==> config.mk <==
export PLATFORM = sky130hd
export DESIGN_NAME = poly_voice_mixer
export DESIGN_NICKNAME = d
export VERILOG_FILES = /design/src/rtl/synth_pkg.sv /design/src/rtl/voice_allocator.sv /design/src/rtl/poly_voice_mixer.sv
export SDC_FILE = /design/constraint.sdc
export NUM_CORES = 1
export LEC_CHECK = 0
export CORE_ASPECT_RATIO = 0.8
export CORE_UTILIZATION = 45
export CTS_BUF_LIST = sky130_fd_sc_hd__clkbuf_4
export CTS_CLUSTER_DIAMETER = 200
export DETAILED_ROUTE_END_ITERATION = 7
export GPL_TIMING_DRIVEN = 0
export PLACE_DENSITY = 0.8
export SYNTH_ARGS = -nofsm -noshare
export SYNTH_HDL_FRONTEND = slang
export SYNTH_SLANG_ARGS = --single-unit
==> constraint.sdc <==
create_clock -name CLOCK_50 -period 9.4 [get_ports CLOCK_50]
set_input_delay 1.88 -clock CLOCK_50 [delete_from_list [all_inputs] [get_ports CLOCK_50]]
set_output_delay 1.88 -clock CLOCK_50 [all_outputs]
set_load 0.1 [all_outputs]
==> src/rtl/synth_pkg.sv <==
// Shared constants for the synth voice path.
//   NOTE_REST            : note code meaning "no note"
//   DEF_SAMPLE_W/NOTE_W  : default sample and note-code widths
//   MIX_FIXED/ADAPTIVE   : mixer attenuation modes
//   adaptive_shift()     : ceil(log2(max(cnt,1))), the adaptive attenuation shift
package synth_pkg;
  localparam int NOTE_REST    = 0;
  localparam int DEF_SAMPLE_W = 32;
  localparam int DEF_NOTE_W   = 5;
  localparam int MIX_FIXED    = 0;
  localparam int MIX_ADAPTIVE = 1;

  function automatic int adaptive_shift(input int cnt);
    int s;
    s = 0;
    for (int k = 0; k < 31; k++)
      if ((1 << k) < cnt) s = k + 1;
    return s;
  endfunction
endpackage

==> src/rtl/voice_allocator.sv <==
// Polyphonic voice allocator.
//   clk, reset (sync, active-high), enable (freeze when low)
//   note_on/note_on_code, note_off/note_off_code : one-cycle strobes, code 0 ignored
//   voice_note   : per-voice note, voice i at [i*NOTE_W +: NOTE_W], 0 when idle
//   voice_active : per-voice busy mask
//   active_count : number of busy voices
// note_off is applied before note_on so a voice released this cycle can be
// reused by the note_on of the same cycle.
module voice_allocator import synth_pkg::*; #(
  parameter int NUM_VOICES = 4,
  parameter int NOTE_W     = DEF_NOTE_W
) (
  input  logic                         clk,
  input  logic                         reset,
  input  logic                         enable,
  input  logic                         note_on,
  input  logic [NOTE_W-1:0]            note_on_code,
  input  logic                         note_off,
  input  logic [NOTE_W-1:0]            note_off_code,
  output logic [NUM_VOICES*NOTE_W-1:0] voice_note,
  output logic [NUM_VOICES-1:0]        voice_active,
  output logic [$clog2(NUM_VOICES):0]  active_count
);
  localparam int IDX_W = $clog2(NUM_VOICES);
  localparam int AGE_W = IDX_W + 1;
  localparam logic [AGE_W-1:0]  AGE_MAX = '1;
  localparam logic [NOTE_W-1:0] REST    = NOTE_W'(NOTE_REST);

  logic [NUM_VOICES-1:0]             act_q, act_d;
  logic [NUM_VOICES-1:0][NOTE_W-1:0] note_q, note_d;
  logic [NUM_VOICES-1:0][AGE_W-1:0]  age_q, age_d;
  logic [IDX_W:0]                    cnt_q, cnt_d;
  logic                              hit, free;
  logic [IDX_W-1:0]                  hit_idx, free_idx, old_idx, tgt;

  always_comb begin
    act_d    = act_q;
    note_d   = note_q;
    age_d    = age_q;
    hit      = 1'b0;
    free     = 1'b0;
    hit_idx  = '0;
    free_idx = '0;
    old_idx  = '0;
    tgt      = '0;
    cnt_d    = '0;
    if (note_off && note_off_code != REST)
      for (int i = 0; i < NUM_VOICES; i++)
        if (act_d[i] && note_d[i] == note_off_code) begin
          act_d[i]  = 1'b0;
          note_d[i] = '0;
          age_d[i]  = '0;
        end
    if (note_on && note_on_code != REST) begin
      // descending scans so the lowest index wins
      for (int i = NUM_VOICES - 1; i >= 0; i--) begin
        if (act_d[i] && note_d[i] == note_on_code) begin
          hit     = 1'b1;
          hit_idx = IDX_W'(i);
        end
        if (!act_d[i]) begin
          free     = 1'b1;
          free_idx = IDX_W'(i);
        end
      end
      // strict '>' keeps the lowest index on age ties
      for (int i = 1; i < NUM_VOICES; i++)
        if (age_d[i] > age_d[old_idx]) old_idx = IDX_W'(i);
      if (hit) begin
        age_d[hit_idx] = '0;
      end else begin
        tgt = free ? free_idx : old_idx;
        for (int i = 0; i < NUM_VOICES; i++)
          if (act_d[i] && IDX_W'(i) != tgt && age_d[i] != AGE_MAX)
            age_d[i] = age_d[i] + AGE_W'(1);
        act_d[tgt]  = 1'b1;
        note_d[tgt] = note_on_code;
        age_d[tgt]  = '0;
      end
    end
    for (int i = 0; i < NUM_VOICES; i++)
      cnt_d = cnt_d + (IDX_W+1)'(act_d[i]);
  end

  always_ff @(posedge clk) begin
    if (reset) begin
      act_q  <= '0;
      note_q <= '0;
      age_q  <= '0;
      cnt_q  <= '0;
    end else if (enable) begin
      act_q  <= act_d;
      note_q <= note_d;
      age_q  <= age_d;
      cnt_q  <= cnt_d;
    end
  end

  assign voice_note   = note_q;
  assign voice_active = act_q;
  assign active_count = cnt_q;
endmodule

==> src/rtl/poly_voice_mixer.sv <==
// Polyphonic voice allocator plus two-stage mixer with a ready/valid output.
//   CLOCK_50, reset (sync, active-high), enable (freeze when low)
//   note_on/off strobes + codes -> voice_allocator
//   voice_note/voice_active/active_count : allocator state
//   voice_wave : per-voice samples returned from the external waveform_gen
//                instances, packed like voice_note
//   out_data/out_valid/out_ready : mixed sample stream
// The waveform_gen instances live outside this block: voice_note leaves
// through a port and their samples come back on voice_wave.
module poly_voice_mixer import synth_pkg::*; #(
  parameter int NUM_VOICES = 4,
  parameter int SAMPLE_W   = DEF_SAMPLE_W,
  parameter int NOTE_W     = DEF_NOTE_W,
  parameter int MIX_MODE   = MIX_FIXED
) (
  input  logic                           CLOCK_50,
  input  logic                           reset,
  input  logic                           enable,
  input  logic                           note_on,
  input  logic [NOTE_W-1:0]              note_on_code,
  input  logic                           note_off,
  input  logic [NOTE_W-1:0]              note_off_code,
  output logic [NUM_VOICES*NOTE_W-1:0]   voice_note,
  output logic [NUM_VOICES-1:0]          voice_active,
  input  logic [NUM_VOICES*SAMPLE_W-1:0] voice_wave,
  output logic [SAMPLE_W-1:0]            out_data,
  output logic                           out_valid,
  input  logic                           out_ready,
  output logic [$clog2(NUM_VOICES):0]    active_count
);
  localparam int LV     = $clog2(NUM_VOICES);
  localparam int SUM_W  = SAMPLE_W + LV;
  localparam int STAGES = 1;
  localparam logic [SAMPLE_W-1:0] SAT_MAX = {1'b0, {(SAMPLE_W-1){1'b1}}};
  localparam logic [SAMPLE_W-1:0] SAT_MIN = {1'b1, {(SAMPLE_W-1){1'b0}}};

  voice_allocator #(.NUM_VOICES(NUM_VOICES), .NOTE_W(NOTE_W)) u_alloc (
    .clk          (CLOCK_50),
    .reset        (reset),
    .enable       (enable),
    .note_on      (note_on),
    .note_on_code (note_on_code),
    .note_off     (note_off),
    .note_off_code(note_off_code),
    .voice_note   (voice_note),
    .voice_active (voice_active),
    .active_count (active_count)
  );

  logic [NUM_VOICES-1:0][SAMPLE_W-1:0] wave;
  logic [SUM_W-1:0]                    sum_d, s1_sum;
  logic [LV:0]                         s1_cnt;
  logic signed [SUM_W-1:0]             shifted;
  logic [LV:0]                         upper;
  logic [SAMPLE_W-1:0]                 mix_d;
  logic [STAGES:0]                     vld_pipe;
  int                                  sh;

  assign wave = voice_wave;

  // Stage 1: sign-extended sum of active voices; SUM_W bits cannot overflow.
  always_comb begin
    sum_d = '0;
    for (int i = 0; i < NUM_VOICES; i++)
      if (voice_active[i])
        sum_d = sum_d + {{LV{wave[i][SAMPLE_W-1]}}, wave[i]};
  end

  // Stage 2: attenuate, then clamp. The clamp only matters in adaptive mode;
  // with a fixed shift of LV the result always fits.
  always_comb begin
    sh      = (MIX_MODE == MIX_ADAPTIVE) ? adaptive_shift(int'(s1_cnt)) : LV;
    shifted = $signed(s1_sum) >>> sh;
    upper   = shifted[SUM_W-1:SAMPLE_W-1];
    if (upper != '0 && upper != '1)
      mix_d = shifted[SUM_W-1] ? SAT_MIN : SAT_MAX;
    else
      mix_d = shifted[SAMPLE_W-1:0];
  end

  always_ff @(posedge CLOCK_50) begin
    if (reset) begin
      s1_sum   <= '0;
      s1_cnt   <= '0;
      out_data <= '0;
      vld_pipe <= '0;
    end else if (enable) begin
      s1_sum   <= sum_d;
      s1_cnt   <= active_count;
      vld_pipe <= {vld_pipe[STAGES-1:0], 1'b1};
      if (!out_valid || out_ready) out_data <= mix_d;
    end
  end

  assign out_valid = vld_pipe[STAGES];
endmodule

==> impl_metrics.csv, run 1 <==
group,metric,value,unit
run_status,status,"complete, no violations",
sta,finalCritPeriodShare,0.957,
sta,setup_viol,0,
setup_path,cp.required,9810,ps
yosys,yosysSeqAreaShare,0.183,
yosys,ys_top_cells_by_area,"dfxtp_1, ha_1, nand2_1",
setup_path,worstRegToRegCells,34,
layout,design_area,14000,um^2
setup_path,max_stage_delay,540,ps
clocking,path_clk_slew,180,ps
layout,final-seq-area,2100,um^2
die,initial_core_util,0.466,
setup_path,crit_path_start_kind,"primary input",
route,routed_wl,39.7,mm
yosys,yosysTopAreaCell,"dfxtp_1",
pwr,cellPowerDensity,95.5,nW/um^2
global_routing,grt.overflow.total,0,
global_routing,grtUsageTotal,0.295,
global_routing,grt_antenna_before_repair,1,
clocking,cts_tree,"yes",
layout,area_growth,21.6,%
placed_design,place.port_buffers,194,
die,die_h,145,um
yosys,synth_ff_type,"dfxtp_1",
global_routing,grt_pass1_vias,11500,
clocking,cts_buffers,9,
pwr,p_leak,5.82,nW
setup_path,r2r_end,"s1_sum[33]",
setup_path,worstSetupStartpoint,"voice_wave[0]",
pwr,max-vdd-ir-drop,58.7,uV
setup_path,crit_top_cell,"o21ai_0",
route,via_per_inst,6.02,
global_routing,grt_pass1_wl,62.0,mm
sta,rsz0062_at_grt,"true",
global_routing,grt_max_degree,19,
yosys,ys_ff_latch,105,
job,drv_cap,0,
route,wire_per_inst,19.0,um
setup_path,cp_num_cells,32,
yosys,ys_types,92,
die,ioPinCount,204,
setup_path,reg2reg_from,"u_alloc.voice_active[0]",
die,dieArea,26200,um^2
clocking,h-tree-depth,3,
clocking,ctsLongestPathBuffers,2,
setup_path,critPathCapture,"s1_sum[33]",
setup_path,critical_path.top_delay_family,"compound AO/OA/AOI/OAI gates",
yosys,yosysWarnings,0,
sta,slew_violations,0,
placed_design,gp_congestion,0.949,
layout,nFillCells,2308,
sta,finalWorstSetupSlack,400,ps
layout,multi_input_area,8850,um^2
setup_path,path_max_fanout,6,
clocking,worstSkewPairLatency,480,ps
setup_path,rrSetupSlack,480,ps
yosys,synthCells,1557,
sta,hold_viol,0,
clocking,cts_sinks,105,
layout,final_layout_size_suffix_gt1_frac,0.0504,
clocking,root_buffer,"clkbuf_4",
die,die_x,181,um
setup_path,endpoint_kind,"flip-flop",
setup_path,crit_buf_inv,2,
yosys,synth_async_sr_flop_share,0,
placed_design,placed_area,13800,um^2
route,ant_nets,0,
placed_design,place_ws,-242,ps
yosys,synth_area,11500,um^2
sta,fin_crit,9000,ps
setup_path,cp.arrival,9410,ps
route,vias,12500,
sta,finClkSkew,30.0,ps
setup_path,critical_path_class,"in -> reg",
yosys,avgSynthCellArea,7.39,um^2
die,row_count,51,
yosys,synth_top_area_share,0.183,
setup_path,slowest_stage,"clkdlybuf4s50_1",
route,drc,0,
sta,fmax,111,MHz
placed_design,hpwl,32.0,mm
route,drt-initial-drc-count,1329,
sta,tightest_slew,1160,ps
route,drtPass1Iterations,5,
yosys,syn_nets,1818,
die,core_area,24700,um^2
layout,nets,2023,
yosys,synth-edff-count,0,
min_path,hp-class,"reg -> reg",
sta,relSlewSlack,0.221,
## how the worst min path moves through the flow
| stage | startpoint | end | cells past startpoint |
|---|---|---|---|
| floorplan | s1_sum[22] | out_data[20] | 2 |
| global placement | s1_sum[28] | out_data[26] | 2 |
| detailed placement | out_data[0] | out_data[0] | 2 |
| CTS | s1_sum[12] | out_data[10] | 2 |
| global route | s1_sum[12] | out_data[10] | 2 |
| finish | s1_sum[12] | out_data[10] | 2 |
## logic make-up after synthesis
| group | count (synthesis) | synth area share |
|---|---|---|
| and+or+nand+nor | 537 | 0.227 |
| AOI/OAI and AO/OA | 489 | 0.280 |
| buffers and inverters | 145 | 0.0491 |
| adders and majority gates | 119 | 0.131 |
| xor gates and xnor gates | 118 | 0.0899 |
| DFF | 105 | 0.183 |
| muxes | 44 | 0.0401 |
## cell usage in the layout, fill, tap and decap left out, drive strengths merged, types with 17 or more instances in the layout
master,count
ha,114
dfxtp,105
and2,24
xnor2,72
clkbuf,68
a211oi,30
a21oi,169
nand3,20
o21a,18
xor2,46
a21o,48
o21ai,80
mux2i,27
inv,74
mux2,17
nand3b,17
nor2,109
clkdlybuf4s50,194
nand2,237
nor3,28
## where the power goes
part           internal, mW  switching (mW)  total (mW)
Combinational         0.256           0.385       0.641
Sequential            0.462          0.0131       0.475
Clock                0.0575           0.162       0.219
## state kept, by name, indices dropped and copies added (netlist names)
name                  flops
out_data                 32
s1_sum                   32
u_alloc.voice_note       20
u_alloc.age_q            12
u_alloc.voice_active      4
u_alloc.active_count      3
vld_pipe                  2
## synth_stat cells (11+ instances only)
cell        n
o211ai_1   15
xor2_1     46
clkbuf_1   59
o21ai_0    74
or3_1      11
nand4_1    11
a211oi_1   30
nand2_1   237
ha_1      114
a21oi_1   168
nor2b_1    15
nand3b_1   16
dfxtp_1   105
nand3_1    20
xnor2_1    72
a22o_1     11
mux2i_1    27
o21bai_1   15
and2_1     24
inv_1      69
mux2_2     17
a31oi_1    11
nor2_1    107
nor3_1     25
a21o_1     48
nand2b_1   15
o21a_1     18
## worst register-to-register path, delay by kind of cell, from the launching register on
family,cells,cell delay [ps]
flops,1,720
fa+ha+maj,4,1420
simple gates,8,1540
buf+inv,4,1180
compound gates,18,3990
## timing repair
action | in CTS | in global routing
hold buffers | 0 | 0
buffers inserted | 0 | 0
endpoints found under the setup margin | 2 | 6
gates resized for setup | 1 | 8
## per-stage QoR
step                hold WS [ps]  power (mW)   util  setup TNS [ps]  instances
finish                       449        1.34  0.566               0       2086
global placement             440        1.10  0.561            -222       2069
global route                 467        1.41  0.566           -18.8       2085
floorplan                    427       0.923      -               0       1557
CTS                          450        1.33  0.565               0       2084
detailed placement           447        1.11  0.561            -533       2069
## final cells by class
type / count / share of cell area
Tap cell: 318 / 0.0285
Inverter: 70 / 0.0188
Antenna cell: 2 / 0.000358
Multi-Input combinational cell: 1307 / 0.633
Timing Repair Buffer: 194 / 0.139
Buffer: 75 / 0.0217
Sequential cell: 105 / 0.150
Clock inverter: 6 / 0.00358
Clock buffer: 9 / 0.00483
## metal layers
metal,part of all wire,GRT usage,wire length [um],vias to the layer above
met1,0.47,0.422,18500,5848
met2,0.42,0.447,16600,597
met3,0.090,0.0545,3560,68
met5,0,0,0,-
met4,0.028,0.0842,1110,0
li1,-,-,-,6036
(Power assumes the default switching activity.)
==> run 2: changes to the inputs <==
CORE_MARGIN = 2   (was not set)
CTS_CLUSTER_DIAMETER = not set   (was 200)
==> impl_metrics.csv, run 2 (same netlist as run 1, synthesis figures left out) <==
group,metric,value,unit
run_status,status,"complete, no violations",
setup_path,path_max_fanout,5,
setup_path,critical_path_class,"in -> reg",
layout,area_growth,21.7,%
sta,slew_violations,0,
die,die_x,183,um
sta,finClkSkew,26.6,ps
job,drv_cap,0,
setup_path,cp.arrival,9320,ps
sta,setup_viol,0,
layout,final_layout_size_suffix_gt1_frac,0.0521,
clocking,h-tree-depth,3,
route,routed_wl,39.9,mm
die,dieArea,26900,um^2
route,vias,12500,
layout,final_cell_mix,"nand2_1, clkdlybuf4s50_1, a21oi_1",
placed_design,placed_area,13800,um^2
layout,post-route-util,0.556,
die,row_count,52,
sta,fin_crit,8930,ps
sta,relSlewSlack,0.283,
setup_path,endpoint_kind,"flip-flop",
global_routing,grt_antenna_before_repair,1,
pwr,power,1.34,mW
route,drc,0,
pwr,cellPowerDensity,95.4,nW/um^2
route,drt-initial-drc-count,1200,
pwr,p_leak,5.82,nW
sta,tightest_slew,1070,ps
clocking,cts_buffers,9,
sta,rsz0062_at_grt,"true",
global_routing,grt.overflow.total,0,
layout,nets,2023,
placed_design,gp_congestion,0.946,
sta,hold_slack,461,ps
route,via_per_inst,5.99,
clocking,cts_sinks,105,
sta,hold_viol,0,
setup_path,cp.required,9790,ps
route,drtPass1Iterations,5,
clocking,ctsLongestPathBuffers,2,
route,wire_per_inst,19.1,um
die,ioPinCount,204,
sta,finalCritPeriodShare,0.950,
clocking,worstSkewPairLatency,480,ps
global_routing,grt_max_degree,19,
layout,design_area,14000,um^2
setup_path,crit_path_start_kind,"primary input",
die,die_h,147,um
route,ant_nets,0,
global_routing,grt_pass1_wl,62.1,mm
sta,fmax,112,MHz
clocking,cts_tree,"yes",
sta,finalWorstSetupSlack,472,ps
placed_design,place.port_buffers,194,
global_routing,grtUsageTotal,0.289,
placed_design,hpwl,32.2,mm
placed_design,place_ws,-416,ps
setup_path,max_stage_delay,530,ps
clocking,path_clk_slew,190,ps
die,initial_core_util,0.457,
clocking,root_buffer,"clkbuf_4",
clocking,post-cts-setup-buffers,0,
die,core_area,25200,um^2
layout,layout.cells.most_common,"nand2_1",
setup_path,slowest_stage,"clkdlybuf4s50_1",
min_path,hp-class,"reg -> reg",
global_routing,grt_pass1_vias,11800,
pwr,max-vdd-ir-drop,77.6,uV
## run 2: worst max-delay path, delay by kind of cell
kind | cells | cell delay (ps)
xor gates and xnor gates | 3 | 450
and+or+nand+nor | 7 | 1370
adders and majority gates | 4 | 1400
AOI/OAI and AO/OA | 14 | 3020
muxes | 2 | 600
buffers and inverters | 2 | 600
## run 2: per-layer routing
layer | part of all wire | up-vias | GRT usage
met5 | 0 | - | 0
met1 | 0.45 | 5787 | 0.407
met4 | 0.029 | 0 | 0.0883
met3 | 0.092 | 72 | 0.0511
li1 | - | 6042 | -
met2 | 0.43 | 631 | 0.450
## run 2: final timing paths
check	from	endpoint	slack [ps]	depth (start not counted)
max	voice_wave[0]	s1_sum[31]	470	32
min	s1_sum[12]	out_data[10]	460	2
max reg2reg	u_alloc.voice_active[0]	s1_sum[31]	650	34
min reg2reg	s1_sum[12]	out_data[10]	460	2
## run 2: layout make-up
type | count | area, um^2
clock inverter | 6 | 51.3
timing repair buffer | 194 | 1940
multi-input combinational | 1307 | 8860
clock buffer | 9 | 67.6
buffer | 75 | 303
fill | 2449 | 11200
tap | 324 | 405
sequential | 105 | 2100
inverter | 70 | 263
antenna | 1 | 2.50
## run 2: per-stage QoR
step | cells | TNS (ps)
after CTS | 2090 | 0
after floorplan | 1557 | 0
after detailed placement | 2075 | -1150
after global placement | 2075 | -340
final | 2091 | 0
after global routing | 2091 | -50.0
## run 2: timing repair
action                                  CTS  global route
hold buffers                              0             0
gates cloned                              0             0
resized for setup                         1             8
endpoints found under the setup margin    4             9
## run 2: where the power goes
group | switching (mW) | leakage (nW) | total, mW | internal, mW
combinational | 0.384 | 4.90 | 0.640 | 0.257
clock | 0.162 | 0.0687 | 0.220 | 0.0575
sequential | 0.0128 | 0.856 | 0.475 | 0.462
==> run 3: changes to the inputs <==
CORE_ASPECT_RATIO = not set   (was 0.8)
==> impl_metrics.csv, run 3 (same netlist as run 1, synthesis figures left out) <==
group,metric,value,unit
run_status,status,"complete, no violations",
route,via_per_inst,5.95,
setup_path,critical_path_class,"in -> reg",
clocking,ctsHoldBuffers,0,
setup_path,reg2reg_from,"u_alloc.voice_active[0]",
layout,stdcell_count,2098,
clocking,path_clk_slew,180,ps
route,drt-initial-drc-count,1223,
layout,final_layout_size_suffix_gt1_frac,0.0521,
setup_path,worstRegToRegCells,33,
global_routing,use_met3,0.0308,
setup_path,critical_path.top_delay_family,"compound AO/OA/AOI/OAI gates",
min_path,holdPathEnd,"out_data[0]",
setup_path,worstSetupStartpoint,"voice_wave[0]",
layout,nFillCells,2379,
global_routing,grt_pass1_wl,61.3,mm
setup_path,endpoint_kind,"flip-flop",
clocking,cts_tree,"yes",
layout,area_growth,21.8,%
route,ant_nets,0,
die,die_x,164,um
global_routing,grt_antenna_before_repair,1,
setup_path,cp_num_cells,31,
global_routing,grt_pass1_vias,11600,
die,ioPinCount,204,
sta,relSlewSlack,0.244,
die,core_area,25100,um^2
pwr,cellPowerDensity,95.7,nW/um^2
setup_path,max_stage_delay,500,ps
route,wire_per_inst,18.9,um
setup_path,cp.required,9810,ps
die,dieArea,26900,um^2
min_path,hold_start,"s1_sum[2]",
clocking,worstSkewPairLatency,480,ps
min_path,hp-class,"reg -> reg",
min_path,hold_depth,2,
global_routing,grtUsageTotal,0.288,
setup_path,crit_path_start_kind,"primary input",
die,initial_core_util,0.458,
route,vias,12500,
global_routing,grt.overflow.total,0,
placed_design,dp_cells,2081,
sta,fin_crit,8960,ps
global_routing,grt_use_met2,0.490,
layout,final-seq-area,2100,um^2
global_routing,busiest_layer,"met2",
sta,hold_viol,0,
pwr,max-vdd-ir-drop,68.1,uV
route,drc,0,
die,die_h,164,um
setup_path,rrSetupSlack,690,ps
global_routing,grtUsageMet1,0.389,
sta,fmax,112,MHz
layout,nets,2023,
setup_path,r2r_end,"s1_sum[33]",
pwr,power,1.34,mW
sta,tightest_slew,1120,ps
job,drv_cap,0,
setup_path,crit_buf_inv,3,
clocking,ctsLongestPathBuffers,2,
clocking,cts_sinks,105,
setup_path,slowest_stage,"clkdlybuf4s50_1",
sta,finalCritPeriodShare,0.953,
clocking,cts_buffers,9,
placed_design,place.port_buffers,194,
pwr,p_leak,5.82,nW
global_routing,grt_max_degree,20,
placed_design,gp_congestion,0.953,
sta,setup_viol,0,
sta,slew_violations,0,
layout,multi_input_area,8860,um^2
clocking,root_buffer,"clkbuf_4",
setup_path,cp.arrival,9360,ps
placed_design,hpwl,32.0,mm
route,routed_wl,39.6,mm
layout,layout.cells.most_common,"nand2_1",
layout,final_cell_mix,"nand2_1, clkdlybuf4s50_1, a21oi_1",
sta,rsz0062_at_grt,"false",
route,drtPass1Iterations,5,
setup_path,path_max_fanout,5,
sta,finClkSkew,25.7,ps
die,row_count,58,
clocking,h-tree-depth,3,
run 3: worst max-delay path by stage:
| stage | end | slack, ps |
|---|---|---|
| global placement | s1_sum[31] | -230 |
| global route | s1_sum[31] | 20 |
| CTS | s1_sum[33] | 200 |
| detailed placement | s1_sum[33] | -300 |
| finish | s1_sum[33] | 440 |
| floorplan | s1_sum[31] | 1290 |
run 3: what timing repair did:
action | in CTS | in global routing
gates resized for setup | 1 | 9
setup buffers | 0 | 0
setup endpoints to repair | 2 | 5
run 3: cell type report:
cell class,count,area share
clock buffer,9,0.00482
antenna,1,0.000179
sequential,105,0.150
tap,330,0.0295
buffer,75,0.0217
timing repair buffer,194,0.139
inverter,70,0.0188
clock inverter,7,0.00411
multi-input combinational,1307,0.632
run 3: routing by layer:
layer	share of wire	wire length [um]	vias to the layer above
li1	-	-	6039
met1	0.45	17800	5893
met2	0.46	18100	497
met3	0.073	2910	51
met4	0.022	863	0
met5	0	0	-
run 3: worst register-to-register path: cells and delay by family, from the launching register on:
family / cells / cell delay [ps]
buffers and inverters: 4 / 1140
muxes: 1 / 300
xor gates and xnor gates: 2 / 370
and+or+nand+nor: 8 / 1800
AOI/OAI and AO/OA: 14 / 2960
adders and majority gates: 4 / 1400
DFF: 1 / 670
run 3: report_power, final:
group / leakage, nW / internal (mW) / switching [mW]
registers: 0.856 / 0.462 / 0.0127
clock network: 0.0673 / 0.0594 / 0.166
logic: 4.90 / 0.257 / 0.383
run 3: per-stage QoR:
step	util	worst slack (ps)	instance area, um^2	TNS [ps]	hold slack [ps]
6_report	0.558	445	14000	0	466
3_5_place_dp	0.552	-298	13900	-688	444
4_1_cts	0.557	204	14000	0	464
2_1_floorplan	-	1290	11500	0	427
3_3_place_gp	0.552	-230	13900	-430	438
5_1_grt	0.558	23.2	14000	0	473
